<file path="src/rtl/instruction_decode_stage_pkg.sv">
// Shared opcodes, default field widths and the decoded ID/EX entry layout.
package instruction_decode_stage_pkg;

  localparam int DEC_IW  = 20;
  localparam int DEC_OPW = 4;
  localparam int DEC_RW  = 4;

  localparam logic [DEC_OPW-1:0] OP_NOP   = 4'h0;
  localparam logic [DEC_OPW-1:0] OP_LOAD  = 4'hB;
  localparam logic [DEC_OPW-1:0] OP_STORE = 4'hC;

  typedef struct packed {
    logic [DEC_IW-1:0] instr;
    logic [DEC_RW-1:0] addr1;
    logic [DEC_RW-1:0] addr2;
    logic [DEC_RW-1:0] dest;
    logic              writesRf;
    logic              isStore;
    logic              isLoad;
  } decodeEntry_t;

endpackage

</file>
<file path="src/rtl/instruction_decode_stage_if.sv">
// IF->ID->EX handshake bundle; master is the fetch/execute side, slave is the ID stage.
interface instruction_decode_stage_if #(
  parameter int IW = 20,
  parameter int RW = 4,
  parameter int CW = 16
);
  logic          in_valid;
  logic [IW-1:0] in_instruction;
  logic          in_ready;
  logic          out_ready;
  logic          out_valid;
  logic [IW-1:0] out_instruction;
  logic [RW-1:0] out_rf_addr1;
  logic [RW-1:0] out_rf_addr2;
  logic [RW-1:0] out_dest;
  logic          out_writes_rf;
  logic          out_is_store;
  logic          out_is_load;
  logic [CW-1:0] hazard_count;

  modport master (
    output in_valid, in_instruction, out_ready,
    input  in_ready, out_valid, out_instruction, out_rf_addr1, out_rf_addr2,
           out_dest, out_writes_rf, out_is_store, out_is_load, hazard_count
  );

  modport slave (
    input  in_valid, in_instruction, out_ready,
    output in_ready, out_valid, out_instruction, out_rf_addr1, out_rf_addr2,
           out_dest, out_writes_rf, out_is_store, out_is_load, hazard_count
  );
endinterface

</file>
<file path="src/rtl/decode_fields.sv">
// Pure combinational field/flag extraction for one instruction.
module decode_fields
  import instruction_decode_stage_pkg::*;
#(
  parameter int IW  = DEC_IW,
  parameter int OPW = DEC_OPW,
  parameter int RW  = DEC_RW
) (
  input  logic [IW-1:0] instr,
  output decodeEntry_t  entry,
  output logic          isNop
);
  logic [OPW-1:0] op;
  logic [RW-1:0]  f1, f2, f3;

  assign op = instr[IW-1 -: OPW];
  assign f1 = instr[IW-OPW-1 -: RW];
  assign f2 = instr[IW-OPW-RW-1 -: RW];
  assign f3 = instr[IW-OPW-2*RW-1 -: RW];

  always_comb begin
    entry         = '0;
    entry.instr   = instr;
    entry.dest    = f1;
    entry.isStore = (op == OP_STORE);
    entry.isLoad  = (op == OP_LOAD);
    isNop         = (op == OP_NOP);
    // Stores read the data register from f1; everything else reads f2/f3.
    if (entry.isStore) begin
      entry.addr1    = f1;
      entry.addr2    = f2;
      entry.writesRf = 1'b0;
    end else begin
      entry.addr1    = f2;
      entry.addr2    = f3;
      entry.writesRf = !isNop;
    end
  end
endmodule

</file>
<file path="src/rtl/instruction_decode_stage.sv">
// Registered ID stage: decode, main+skid ID/EX buffer, load-use bubble and flush.
module instruction_decode_stage
  import instruction_decode_stage_pkg::*;
#(
  parameter int IW  = DEC_IW,
  parameter int OPW = DEC_OPW,
  parameter int RW  = DEC_RW,
  parameter int CW  = 16
) (
  input logic                    clock,
  input logic                    reset,
  input logic                    flush,
  instruction_decode_stage_if.slave bus
);
  localparam logic [CW-1:0] CNT_MAX = '1;

  decodeEntry_t  dec, mainEntry, skidEntry;
  logic          decIsNop;
  logic          mainValid, skidValid;
  logic          hazard, inReady, accept, pop;
  logic [CW-1:0] hazardCount;

  decode_fields #(.IW(IW), .OPW(OPW), .RW(RW)) uDecode (
    .instr (bus.in_instruction),
    .entry (dec),
    .isNop (decIsNop)
  );

  // Only the entry at the head can be a load still ahead of the incoming instruction.
  assign hazard = mainValid && mainEntry.isLoad && bus.in_valid &&
                  ((dec.addr1 == mainEntry.dest) ||
                   (!decIsNop && (dec.addr2 == mainEntry.dest)));
  assign inReady = !skidValid && !hazard;
  assign accept  = bus.in_valid && inReady && !flush;
  assign pop     = mainValid && bus.out_ready;

  always_ff @(posedge clock) begin
    if (reset) begin
      mainValid <= 1'b0;
      skidValid <= 1'b0;
      mainEntry <= '0;
      skidEntry <= '0;
    end else if (flush) begin
      mainValid <= 1'b0;
      skidValid <= 1'b0;
    end else if (pop) begin
      // A full skid forces inReady low, so accept cannot coincide with a skid refill.
      if (skidValid) begin
        mainEntry <= skidEntry;
        skidValid <= 1'b0;
      end else if (accept) begin
        mainEntry <= dec;
      end else begin
        mainValid <= 1'b0;
      end
    end else if (accept) begin
      if (mainValid) begin
        skidEntry <= dec;
        skidValid <= 1'b1;
      end else begin
        mainEntry <= dec;
        mainValid <= 1'b1;
      end
    end
  end

  always_ff @(posedge clock) begin
    if (reset)
      hazardCount <= '0;
    else if (hazard && !flush && hazardCount != CNT_MAX)
      hazardCount <= hazardCount + 1'b1;
  end

  assign bus.in_ready        = inReady;
  assign bus.out_valid       = mainValid;
  assign bus.out_instruction = mainEntry.instr;
  assign bus.out_rf_addr1    = mainEntry.addr1;
  assign bus.out_rf_addr2    = mainEntry.addr2;
  assign bus.out_dest        = mainEntry.dest;
  assign bus.out_writes_rf   = mainEntry.writesRf;
  assign bus.out_is_store    = mainEntry.isStore;
  assign bus.out_is_load     = mainEntry.isLoad;
  assign bus.hazard_count    = hazardCount;
endmodule
</file>
<file path="src/flat_wrapper.sv">
// flat-port wrapper written by rule: the top's interface ports become plain ports
module instruction_decode_stage_flat import instruction_decode_stage_pkg::*;
#(
  parameter int IW  = DEC_IW,
  parameter int OPW = DEC_OPW,
  parameter int RW  = DEC_RW,
  parameter int CW  = 16
)
  (clock, reset, flush, bus_in_valid, bus_in_instruction, bus_out_ready, bus_in_ready, bus_out_valid, bus_out_instruction, bus_out_rf_addr1, bus_out_rf_addr2, bus_out_dest, bus_out_writes_rf, bus_out_is_store, bus_out_is_load, bus_hazard_count);
  instruction_decode_stage_if #(.IW(IW), .RW(RW), .CW(CW)) bus_i ();
  input logic clock;
  input logic reset;
  input logic flush;
  input wire logic [$bits(bus_i.in_valid)-1:0] bus_in_valid;
  input wire logic [$bits(bus_i.in_instruction)-1:0] bus_in_instruction;
  input wire logic [$bits(bus_i.out_ready)-1:0] bus_out_ready;
  output wire logic [$bits(bus_i.in_ready)-1:0] bus_in_ready;
  output wire logic [$bits(bus_i.out_valid)-1:0] bus_out_valid;
  output wire logic [$bits(bus_i.out_instruction)-1:0] bus_out_instruction;
  output wire logic [$bits(bus_i.out_rf_addr1)-1:0] bus_out_rf_addr1;
  output wire logic [$bits(bus_i.out_rf_addr2)-1:0] bus_out_rf_addr2;
  output wire logic [$bits(bus_i.out_dest)-1:0] bus_out_dest;
  output wire logic [$bits(bus_i.out_writes_rf)-1:0] bus_out_writes_rf;
  output wire logic [$bits(bus_i.out_is_store)-1:0] bus_out_is_store;
  output wire logic [$bits(bus_i.out_is_load)-1:0] bus_out_is_load;
  output wire logic [$bits(bus_i.hazard_count)-1:0] bus_hazard_count;
  assign bus_i.in_valid = bus_in_valid;
  assign bus_i.in_instruction = bus_in_instruction;
  assign bus_i.out_ready = bus_out_ready;
  assign bus_in_ready = bus_i.in_ready;
  assign bus_out_valid = bus_i.out_valid;
  assign bus_out_instruction = bus_i.out_instruction;
  assign bus_out_rf_addr1 = bus_i.out_rf_addr1;
  assign bus_out_rf_addr2 = bus_i.out_rf_addr2;
  assign bus_out_dest = bus_i.out_dest;
  assign bus_out_writes_rf = bus_i.out_writes_rf;
  assign bus_out_is_store = bus_i.out_is_store;
  assign bus_out_is_load = bus_i.out_is_load;
  assign bus_hazard_count = bus_i.hazard_count;
  instruction_decode_stage #(.IW(IW), .OPW(OPW), .RW(RW), .CW(CW)) u_core (.clock(clock), .reset(reset), .flush(flush), .bus(bus_i));
endmodule
</file>
<file path="config.mk">
export PLATFORM = sky130hd
export DESIGN_NAME = instruction_decode_stage_flat
export DESIGN_NICKNAME = d
export VERILOG_FILES = /design/src/rtl/instruction_decode_stage_pkg.sv /design/src/rtl/instruction_decode_stage_if.sv /design/src/rtl/decode_fields.sv /design/src/rtl/instruction_decode_stage.sv /design/src/flat_wrapper.sv
export SDC_FILE = /design/constraint.sdc
export NUM_CORES = 1
export LEC_CHECK = 0
export CAP_MARGIN = 15
export CORE_UTILIZATION = 58
export CTS_CLUSTER_SIZE = 24
export DETAILED_ROUTE_END_ITERATION = 10
export DONT_BUFFER_PORTS = 1
export GPL_TIMING_DRIVEN = 0
export PLACE_DENSITY = 0.87
export SYNTH_ARGS = -nofsm -noshare
export SYNTH_HDL_FRONTEND = slang
export SYNTH_HIERARCHICAL = 1
export SYNTH_SLANG_ARGS = --single-unit
</file>
<file path="constraint.sdc">
create_clock -name clock -period 2.8 [get_ports clock]
set_clock_uncertainty 0.1 [all_clocks]
set_input_delay 0.56 -clock clock [delete_from_list [all_inputs] [get_ports clock]]
set_output_delay 0.56 -clock clock [all_outputs]
set_load 0.01 [all_outputs]
</file>
==> flow_summary_export.csv <==
group,metric,value,unit
sta,tns,-244,ps
floorplan,start_util,0.607,
logic_synthesis,yosysSeqAreaShare,0.349,
floorplan,design.die.area,9070,um^2
clock_network,clk_latency,370,ps
sta,setup-violations-final,7,
floorplan,rows,33,
logic_synthesis,ys_types,46,
status,violations,"negative setup slack",
sta,whs,202,ps
layout,layoutNonFillerInstCount,664,
logic_synthesis,netlist_instances,532,
sta,fin_ws,-151,ps
floorplan,core_area,8300,um^2
worst_setup_path,crit_required,2140,ps
pwr,switching_share,0.286,
clock_network,cts_tree,"yes",
logic_synthesis,synthArstFlopShare,0,
sta,period_share,1.05,
clock_network,ctsLongestPathBuffers,2,
sta,hold_viol,0,
logic_synthesis,ys_ff_latch,88,
layout,nNetsFinal,580,
logic_synthesis,synth_edf_count,0,
floorplan,die_w,95.2,um
global_routing,grt_max_degree,16,
global_routing,grt_pass1_wl,18700,um
pwr,p_sw,0.000718,W
sta,rsz0062_at_grt,"yes",
global_routing,antenna_found_initial,0,
layout,areaGrowthSynthToFinish,11.2,%
pwr,p_per_area,448,nW/um^2
drt,drc_errors,0,
pwr,power_frac_clock,0.319,
pwr,power.leakage,1.95,nW
pwr,internal-power,0.00179,W
sta,slew_headroom,0.456,
floorplan,io_pins,78,
worst_setup_path,cp_max_fo,7,
layout,drive_gt1_frac,0.295,
drt,totalWireLength,12300,um
sta,slew_viol_final,0,
pwr,ir_drop,214,uV
clock_network,cts_root_buffer,"clkbuf_8",
logic_synthesis,synthesis.nets,558,
sta,fmax,339,MHz
clock_network,htreeDepth,3,
clock_network,cts_sinks,88,
placed_design,dp_hpwl,8790,um
status,outcome,"complete, but fails checks",
clock_network,clk_pin_slew_worst_paths,90,ps
pwr,pwr-share-comb,0.145,
global_routing,grt_overflow,0,
worst_hold_path,hp-class,"in -> reg",
logic_synthesis,synth_flop_cell,"dfxtp_1",
logic_synthesis,yosysWarnings,6,
drt,drt.antenna.violating_nets,0,
placed_design,port_buffers,0,
drt,drt_iter0_markers,195,
sta,min_period,2950,ps
drt,vias,3913,
logic_synthesis,syn_area_per_cell,9.48,um^2
global_routing,grt_usage,0.272,
global_routing,grt_pass1_vias,3801,
placed_design,gp_congestion,0.870,
worst_setup_path,crit_path_start_kind,"input pin",
worst_setup_path,path_class,"in -> out",
drt,viasPerCell,5.89,
clock_network,cts_buffers,9,
sta,tightest_slew,816,ps
drt,dr.pass1.iters,5,
floorplan,fp.dieH,95.2,um
logic_synthesis,netlist_area,5040,um^2
pwr,power,0.00251,W
pwr,seqPwrFrac,0.536,
worst_setup_path,arrival,2290,ps
drt,wire_per_inst,18.5,um
worst_setup_path,cp-end-kind,"output pin",
placed_design,dpl.cell_count,637,
layout,n_antenna_cell,0,
job,max_cap_violations,0,
[power groups by stage]
| stage | clock (W) | combinational, W | sequential [W] |
|---|---|---|---|
| 6_report | 0.000801 | 0.000365 | 0.00135 |
| 4_1_cts | 0.000828 | 0.000338 | 0.00135 |
| 3_5_place_dp | 0 | 0.000330 | 0.00138 |
| 5_1_grt | 0.000870 | 0.000392 | 0.00135 |
| 3_3_place_gp | 0 | 0.000317 | 0.00137 |
| 2_1_floorplan | 0 | 0.000272 | 0.00136 |
[synth_stat cells, drive strengths merged (2+ instances only)]
library cell / n / area share
dfxtp: 88 / 0.35
or4: 7 / 0.010
nor4: 7 / 0.0087
and2: 2 / 0.0025
nand4: 7 / 0.0087
mux2: 51 / 0.12
nand2b: 72 / 0.089
a221oi: 34 / 0.096
nand3: 10 / 0.011
nor3: 5 / 0.0050
and3: 2 / 0.0025
mux2i: 37 / 0.073
clkbuf: 26 / 0.019
nor2b: 10 / 0.012
or3: 2 / 0.0027
buf: 39 / 0.057
xor2: 2 / 0.0035
nand2: 6 / 0.0045
nor2: 51 / 0.039
o31ai: 6 / 0.0089
inv: 37 / 0.028
a21oi: 9 / 0.0089
o21ai: 2 / 0.0027
xnor2: 7 / 0.012
[layout make-up]
cell class                 count  area [um^2]
buffer                        64          418
inverter                      37          139
multi-input combinational    342         2890
clock buffer                  10          128
sequential                    88         1760
timing repair buffer          12         93.8
fill                         624         2690
clock inverter                 6         45.0
tap                          105          131
[kinds of logic after synthesis]
group | Yosys count | share of synthesized area
AND/OR/NAND/NOR | 187 | 0.208
adder cells (fa/ha/maj) | 1 | 0.00248
buffers and inverters | 102 | 0.103
flip-flops | 88 | 0.349
XOR/XNOR | 9 | 0.0156
AO/OA/AOI/OAI | 57 | 0.128
multiplexers | 88 | 0.193
[registers in the layout, indices dropped and copies added (netlist names)]
register and flops:
u_core/bus.out_writes_rf 1, u_core/bus.out_dest 4, u_core/bus.out_instruction 20, u_core/skidValid 1, u_core/skidEntry 35, u_core/bus.out_rf_addr1 4
u_core/bus.out_rf_addr2 4, u_core/bus.out_is_store 1, u_core/bus.hazard_count 16, u_core/bus.out_valid 1, u_core/bus.out_is_load 1
[per-stage QoR]
stage | utilization | setup WS [ps] | area, um^2
after global placement | 0.629 | -414 | 5220
final | 0.676 | -151 | 5610
after detailed placement | 0.629 | -479 | 5220
after CTS | 0.659 | -225 | 5470
after global routing | 0.676 | -200 | 5610
after floorplan | - | -189 | 5080
[per-layer routing]
layer,part of all wire,GRT usage
met2,0.50,0.458
met4,0.015,0.117
met3,0.090,0.0861
met5,0,0
met1,0.40,0.315
[cells in the final DEF (no fill, tap or decap), types with 6 or more instances in the layout]
cell and count:
inv_1 37, mux2_2 43, nand2_1 6, mux2i_1 37, a221oi_2 27, clkbuf_8 9, nand4_1 7, buf_6 9
a21oi_1 9, nor2b_1 10, buf_4 39, o31ai_1 6, clkbuf_1 26, mux2_4 8, nor2_1 50, nand2b_1 72
dfxtp_1 88, or4_1 7, nand3_1 9
[worst paths after layout]
path / startpoint / endpoint / slack, ps / cells past startpoint
setup / recovery: bus_in_instruction[16] / bus_in_ready / -150 / 8
hold / removal: bus_out_ready / u_core/skidValid / 200 / 1
setup reg to reg: u_core/bus.out_valid / u_core/bus.hazard_count[7] / 360 / 6
hold reg to reg: u_core/skidEntry[34] / u_core/skidEntry[34] / 380 / 2
[repair_timing]
action,CTS,global route
resized for setup,9,13
hold buffers,0,0
endpoints found under the setup margin,32,70
pin swaps,3,13
buffers inserted,6,6
[worst max-delay path, cell delays in order]
cell and delay (ps):
and4bb_1 260, buf_6 150, mux2_4 340, xor2_2 150, or3_4 350, o22a_4 210, buf_8 110, and2_4 160
Note: power is estimated with default switching activity, not from simulation.
